## src/rtl/switch_key_input.sv

```systemverilog
// -----------------------------------------------------------------------------
// switch_key_input
//
// Bus-mapped user-input peripheral. It takes 64 DIP switches and 8 push keys,
// synchronises and debounces them, and presents the debounced values to the
// CPU as read-only registers. It also latches key-press events into a pending
// register and raises a level interrupt when enabled.
//
// Raw inputs are active-low. Internally every bit is active-high: 1 means the
// switch is on or the key is pressed.
//
// Ports
//   clk         system clock (single domain)
//   reset       synchronous, active-high reset
//   we          bus write enable, sampled on posedge clk
//   addr[2:0]   bus word address
//   din[31:0]   bus write data
//   dout[31:0]  bus read data, combinational on addr
//   dip_switch  raw DIP switches, active-low, asynchronous
//   user_key    raw push keys, active-low, asynchronous
//   irq         interrupt request, level, active-high
//
// Register map
//   0 R   debounced switches 31..0
//   1 R   debounced switches 63..32
//   2 R   {24'b0, debounced keys}
//   3 RW  {24'b0, pend}, write-1-to-clear
//   4 RW  {31'b0, ien}
//   5-7   read as zero
//
// Writes to addresses 0-2 and 5-7 are ignored.
// -----------------------------------------------------------------------------
module switch_key_input #(
   parameter int TICK_DIV     = 2500,  // clk cycles per debounce sample (>=2)
   parameter int STABLE_TICKS = 4      // identical samples needed to commit (>=1)
) (
   input  logic        clk,
   input  logic        reset,
   input  logic        we,
   input  logic [2:0]  addr,
   input  logic [31:0] din,
   output logic [31:0] dout,
   input  logic [63:0] dip_switch,
   input  logic [7:0]  user_key,
   output logic        irq
);

   localparam int DIV_W = $clog2(TICK_DIV);
   localparam int CNT_W = $clog2(STABLE_TICKS + 1);
   localparam logic [DIV_W-1:0] DIV_LAST = DIV_W'(TICK_DIV - 1);
   localparam logic [CNT_W-1:0] CNT_MAX  = CNT_W'(STABLE_TICKS);
   localparam logic [CNT_W-1:0] CNT_ONE  = CNT_W'(1);

   // Active-high view of all 72 inputs: keys occupy bits 71..64.
   logic [71:0] raw;
   assign raw = ~{user_key, dip_switch};

   logic [71:0]      meta_q;
   logic [71:0]      sync_q;
   logic [71:0]      samp_q, samp_d;
   logic [71:0]      stab_q, stab_d;
   logic [CNT_W-1:0] cnt_q,  cnt_d;
   logic [DIV_W-1:0] div_q,  div_d;
   logic [7:0]       pend_q, pend_d;
   logic             ien_q,  ien_d;
   logic             tick;
   logic [7:0]       key_rise;
   logic [7:0]       pend_clr;

   // Only the low bits of din have meaning; the rest are deliberately ignored.
   logic unused_din_bits;
   assign unused_din_bits = ^din[31:8];

   // --------------------------------------------------------------------------
   // Sample-tick divider
   // --------------------------------------------------------------------------
   assign tick  = (div_q == DIV_LAST);
   assign div_d = tick ? '0 : div_q + 1'b1;

   // --------------------------------------------------------------------------
   // Debounce
   //
   // The whole 72-bit vector is treated as one sample. Any change restarts the
   // stability count, so stab only moves after every bit has been quiet for
   // STABLE_TICKS consecutive samples. cnt saturates at STABLE_TICKS, which
   // means a settled input costs no further activity.
   // --------------------------------------------------------------------------
   always_comb begin
      samp_d = samp_q;
      cnt_d  = cnt_q;
      stab_d = stab_q;
      if (tick) begin
         if (sync_q != samp_q) begin
            samp_d = sync_q;
            cnt_d  = CNT_ONE;
            // With a single-sample requirement the first new sample commits.
            if (STABLE_TICKS == 1) begin
               stab_d = sync_q;
            end
         end else if (cnt_q < CNT_MAX) begin
            cnt_d = cnt_q + 1'b1;
            if (cnt_q + 1'b1 == CNT_MAX) begin
               stab_d = sync_q;
            end
         end
      end
   end

   // --------------------------------------------------------------------------
   // Key events and control registers
   //
   // A press is detected on the same edge that commits it to stab. If a
   // write-1-to-clear hits the same bit on that edge, the set takes priority so
   // the event is never lost.
   // --------------------------------------------------------------------------
   assign pend_clr = (we && addr == 3'd3) ? din[7:0] : 8'h00;

   genvar gi;
   generate
      for (gi = 0; gi < 8; gi++) begin : g_key
         assign key_rise[gi] = stab_d[64+gi] & ~stab_q[64+gi];
         assign pend_d[gi]   = key_rise[gi] | (pend_q[gi] & ~pend_clr[gi]);
      end
   endgenerate

   assign ien_d = (we && addr == 3'd4) ? din[0] : ien_q;

   always_ff @(posedge clk) begin
      if (reset) begin
         meta_q <= '0;
         sync_q <= '0;
         samp_q <= '0;
         stab_q <= '0;
         cnt_q  <= '0;
         div_q  <= '0;
         pend_q <= '0;
         ien_q  <= 1'b0;
      end else begin
         meta_q <= raw;
         sync_q <= meta_q;
         samp_q <= samp_d;
         stab_q <= stab_d;
         cnt_q  <= cnt_d;
         div_q  <= div_d;
         pend_q <= pend_d;
         ien_q  <= ien_d;
      end
   end

   // --------------------------------------------------------------------------
   // Read mux and interrupt (both purely combinational from registers)
   // --------------------------------------------------------------------------
   always_comb begin
      dout = 32'h0;
      case (addr)
         3'd0:    dout = stab_q[31:0];
         3'd1:    dout = stab_q[63:32];
         3'd2:    dout = {24'h0, stab_q[71:64]};
         3'd3:    dout = {24'h0, pend_q};
         3'd4:    dout = {31'h0, ien_q};
         default: dout = 32'h0;
      endcase
   end

   assign irq = ien_q & (|pend_q);

endmodule

```

## config.mk

```make
export PLATFORM = sky130hd
export DESIGN_NAME = switch_key_input
export DESIGN_NICKNAME = d
export VERILOG_FILES = /design/src/rtl/switch_key_input.sv
export SDC_FILE = /design/constraint.sdc
export NUM_CORES = 1
export LEC_CHECK = 0
export CAP_MARGIN = 20
export CORE_MARGIN = 2
export CORE_UTILIZATION = 52
export CTS_BUF_LIST = sky130_fd_sc_hd__clkbuf_4 sky130_fd_sc_hd__clkbuf_8
export CTS_CLUSTER_DIAMETER = 150
export DETAILED_ROUTE_END_ITERATION = 8
export GPL_TIMING_DRIVEN = 0
export PLACE_DENSITY = 0.83
export SLEW_MARGIN = 15
export SYNTH_ARGS = -nofsm -noshare
export SYNTH_HDL_FRONTEND = slang
export SYNTH_SLANG_ARGS = --single-unit
```

## constraint.sdc

```tcl
create_clock -name clk -period 2.1 [get_ports clk]
set_clock_uncertainty 0.05 [all_clocks]
set_input_delay 0.525 -clock clk [delete_from_list [all_inputs] [get_ports clk]]
set_output_delay 0.525 -clock clk [all_outputs]
set_load 0.01 [all_outputs]
```

======== Word-level counts from Yosys, hierarchy flattened ========
Cells that the tools add are included.
operators by class
  add/sub/neg operators ................... 2
  $lt $le $gt $ge ......................... 1
  equality and inequality tests ........... 7
  mux-type cells .......................... 8
  bitwise logic cells ..................... 43
  reduce and logical (&&, ||, !) cells .... 9
operators with widths
  operator                 count
  $mux W72                 4
  $pmux W32 S5             1
  $ne A72 B72 Y1           1
  $not A72 Y72             1
  $and A1 B1 Y1            17
  $not A1 Y1               17
  $add A12 B1 Y12 const B  1
  $eq A12 B12 Y1 const B   1
  $mux W8                  1
  $or A1 B1 Y1             8
  $reduce_or A8 Y1         1
  $eq A3 B2 Y1 const B     2
  $eq A3 B3 Y1 const B     2
  $mux W3                  2
  $reduce_and A2 Y1        2
  $reduce_and A4 Y1        1
  $add A3 B1 Y3 const B    1
  $eq A3 B1 Y1 const B     1
  $logic_not A3 Y1         1
  $lt A3 B3 Y1 const B     1
  $logic_and A1 B1 Y1      2
  $reduce_bool A2 Y1       1
  $reduce_or A2 Y1         1
word-level totals
  flip-flop bits (word level) ............. 312
  input port bits ......................... 110
  output and inout port bits .............. 33
  logic and storage cells ................. 79

======== Logic depth before layout (Yosys ltp) ========
  depth after elaboration ................. 8
  mapped depth ............................ 10
  depth with buffers taken out ............ 7

======== Worst setup path before layout ========
Ideal clock, no wire load.
  path kind ............................... input -> output
  from .................................... in addr[0]
  to ...................................... out dout[4]
  data arrival time ....................... 1.661 ns
  required time ........................... 1.525 ns
  path slack .............................. -0.136 ns
  stages on the path ...................... 3
  path buffers ............................ 1
  cells stage by stage .................... buf_1 -> mux4_2 -> nor2b_1
between the ends
  word-level cells in the longest chain between the ends .. 2
  elaborated cells on any way between the ends .. 6
  classes of those cells .................. eq/ne (4); mux (1); reduce/logical (1)
ends and longest elaborated chain
  what                                  RTL line  RTL
  start: declaration                    40        input logic [2:0] addr,
  $eq A3 B3 Y1 (tied with other cells)  155       case (addr)
  $pmux W32 S5 *                        155
  end: declaration                      42        output logic [31:0] dout,
Every way passes the cells marked *; elsewhere a longest branch is shown, timed or not.

======== Final worst setup path ========
  from .................................... reg sync_q[20]
  to ...................................... reg stab_q[9]
between the ends
  word-level cells in the longest chain between the ends .. 3
ends and longest elaborated chain
  what                                RTL line  RTL
  start: declaration                  59        logic [71:0] sync_q;
  start signal: assignment            140       sync_q <= meta_q;
  $ne A72 B72 Y1                      93        if (sync_q != samp_q) begin
  $not A1 Y1 (no source line)         n/a
  $reduce_and A4 Y1 (no source line)  n/a
  end signal: assignment              142       stab_q <= stab_d;
  end: declaration                    61        logic [71:0] stab_q, stab_d;
Every way passes these cells.
A chain may end at the register's enable or synchronous reset.

==> impl_results.md <==
* Outcome: finished with violations
* Violated checks: negative setup slack
* Share of flip-flops with an asynchronous set or reset at 0%
* Internal power at 9.30 mW
* RR Startpoint: sync_q[20]$_SDFF_PP0_
* Die area at 23500 um2
* Fmax at 0.403 GHz
* Total Power at 12.1 mW
* Final hold vios at 0
* Reg2reg path depth at 8
* First-pass GRT wire length at between 50000 and 60000 um
* NetSw at roughly 2.8 mW
* TritonRoute pass-1 iters at 6
* Switching share of power at 23.2%
* Port bufs at between 100 and 150
* Via density per instance at 5.72
* Core ar. at around 22000 um2
* Crit path required time at 2.48 ns
* EDFF count, synth at 0
* DRC at 0
* Post-DP HPWL at 22800 um
* Clk network pwr share at 43.2%
* Pre-CTS setup slack at -1.46 ns
* GRT overflow at 0
* Unrepaired setup endpoints after global routing: yes
* Placed Cells at between 1500 and 2000
* Initial antenna violation count at 0
* CTS tree: yes
* Placer Congestion at ~0.99
* Distinct cells, synth at 38
* Critical Path AT at 2.86 ns
* Final setup margin at -0.381 ns
* Synth-to-layout area growth at 32.1%
* Post-Syn Nets at 1338
* Fillers at approximately 1500
* Most frequent cells in the layout: dfxtp_1, nand2_1, nor2_1
* Final ANT Viol Nets at 0
* Max-slew violations at 0
* Ports at around 140
* Peak fanout along the critical path at 10
* Synthesized area at 11600 um2
* Reg power frac at 50.9%
* CP Launch Point: sync_q[20]$_SDFF_PP0_
* Number of global-route vias before repair at 9541
* Clock sink count at 312
* Final cell area excluding filler cells at around 15000 um2
* Commonest non-fill, non-tap cell in the layout: dfxtp_1
* Post-layout util at 70.1%
* CTS Buf Count at 47
* Ant diodes at 0
* Fraction of layout cells with a size suffix above 1 at 22.5%
* Initial drt markers at roughly 1100
* Nets@finish at 1541
* Crit. End Element: flip-flop
* Synth warn at 0
* Worst-Margin Slew at between 0.7 and 0.8 ns
* Setup_tns at -36.01 ns
* CP max-delay cell: nor4_4
* Combinational Power Share at between 5 and 6%
* Largest net degree at the start of global routing at 13
* Synth Flop Type: dfxtp_1
* Register area share after synthesis at 53.8%
* Worst Hold Class: input port to flip-flop
* Clk slew on worst S/H paths at roughly 0.070 ns
* Final min period at about 2.5 ns
* Static Leak at approximately 5.4 nW
* Non-Filler Instances at 1745
* GRT Total Usage at 27.6%
* Startpoint types: flip-flop
* Post-Synthesis Cells at 1225
* Period utilization at 118%
* Peak supply drop at between 0.6 and 0.7 mV
* WL/cell at 19.8 um
* Synthesis-stage register bit count at 312
* Clk_lat worst skew at 0.57 ns
* H-Tree Depth at 2
* Worst hold path stage count at 4
* Die Ht at 153 um
* CP cell instances: xnor2_2, nand4_1, nor4_4, buf_4, nand3_4, buf_6, o21ai_0, a21oi_1
* Routed Wire Length at 34600 um
* Site Rows at 54
* HP Start: addr[1]
* Mean post-synth cell area at 9.48 um2
* Crit path largest cell delay at between 0.4 and 0.5 ns
* Final hold slack at 0.377 ns
* Setup CP Type: flip-flop to flip-flop
* DP Area at 13100 um2
* Starting Density at 53.0%
* Final number of setup-violating endpoints at ~160
* Longest Clk Path Bufs at 3
* Die X at 153 um
* CTS root buffer: clkbuf_8
* Pwr/cell area at roughly 800 nW/um2
* Worst relative slew slack at 52.1%
* Via count at 9985
* Max-cap check violation count at 0
registers in the layout, summed over array words and instances (netlist names):
| register | cells |
|---|---|
| cnt_q | 3 |
| div_q | 12 |
| ien_q | 1 |
| meta_q | 72 |
| pend_q | 8 |
| samp_q | 72 |
| stab_q | 72 |
| sync_q | 72 |
worst max-delay path: cells and delay by family, from the launching register on:
| family | cells | cell delay [ns] |
|---|---|---|
| and+or+nand+nor | 3 | 0.99 |
| buffers and inverters | 2 | 0.43 |
| AOI/OAI and AO/OA | 2 | 0.35 |
| DFF | 1 | 0.34 |
| xor gates and xnor gates | 1 | 0.19 |
synthesized netlist by cell type, types with 3 or more instances:
cell type  number  area (um2)
a22o_1         24         210
mux4_2          7         158
nand2_1       165         619
dfxtp_1       312        6250
mux2i_1        75         751
or4b_1          8        80.1
o21ai_0        75         375
nand3_1        72         360
nand4_1        27         169
and3_1          6        37.5
ha_1            3        37.5
nor2b_1        79         494
nor4_1          3        18.8
buf_2          24         120
nor4_2          3        37.5
a21oi_1        81         405
nor2_1         89         334
clkbuf_1       61         229
xnor2_1        74         648
buf_1           5        18.8
nor3_1          4        20.0
xor2_1          8        70.1
power groups by stage:
stage / Sequential (mW) / Clock (mW) / Combinational (mW)
6_report: 6.16 / 5.23 / 0.711
3_3_place_gp: 6.27 / 0 / 0.578
3_5_place_dp: 6.27 / 0 / 0.588
2_1_floorplan: 6.24 / 0 / 0.302
5_1_grt: 6.16 / 5.54 / 0.756
4_1_cts: 6.16 / 5.23 / 0.660
repair_timing:
item	CTS	global route
pin swaps	50	21
gates cloned	5	3
buffers inserted	21	7
hold buffers	0	0
gates resized for setup	341	139
setup endpoints to repair	270	207
layer usage:
metal | up-vias | part of all wire (%) | GRT usage, %
met5 | - | 0 | 0
met4 | 0 | 6.6 | 15.8
met3 | 159 | 9.2 | 5.76
li1 | 4565 | - | -
met2 | 556 | 47 | 44.9
met1 | 4705 | 37 | 34.1
cells by family after synthesis:
group           after synthesis  synth area share (%)
compound gates              185                  8.87
simple gates                467                  19.6
xor+xnor                     82                  6.19
flops                       312                  53.8
buf+inv                      94                  3.36
fa+ha+maj                     3                 0.323
mux                          82                  7.82
worst paths after layout:
path                            end  slack [ns]
max          stab_q[9]$_SDFFE_PP0P_       -0.38
min              ien_q$_SDFFE_PP0P_        0.38
max reg2reg  stab_q[9]$_SDFFE_PP0P_       -0.38
min reg2reg   sync_q[50]$_SDFF_PP0_        0.38
cell type report:
| type | instances | area [um2] | area share, % |
|---|---|---|---|
| Sequential cell | 312 | 6300 | 41.1 |
| Multi-Input combinational cell | 820 | 5560 | 36.3 |
| Timing Repair Buffer | 153 | 1400 | 9.14 |
| Clock buffer | 76 | 958 | 6.25 |
| Buffer | 91 | 697 | 4.54 |
| Tap cell | 280 | 350 | 2.28 |
| Clock inverter | 10 | 56.3 | 0.367 |
| Inverter | 3 | 11.3 | 0.0734 |
No activity file was read; power rests on OpenSTA's default activity.
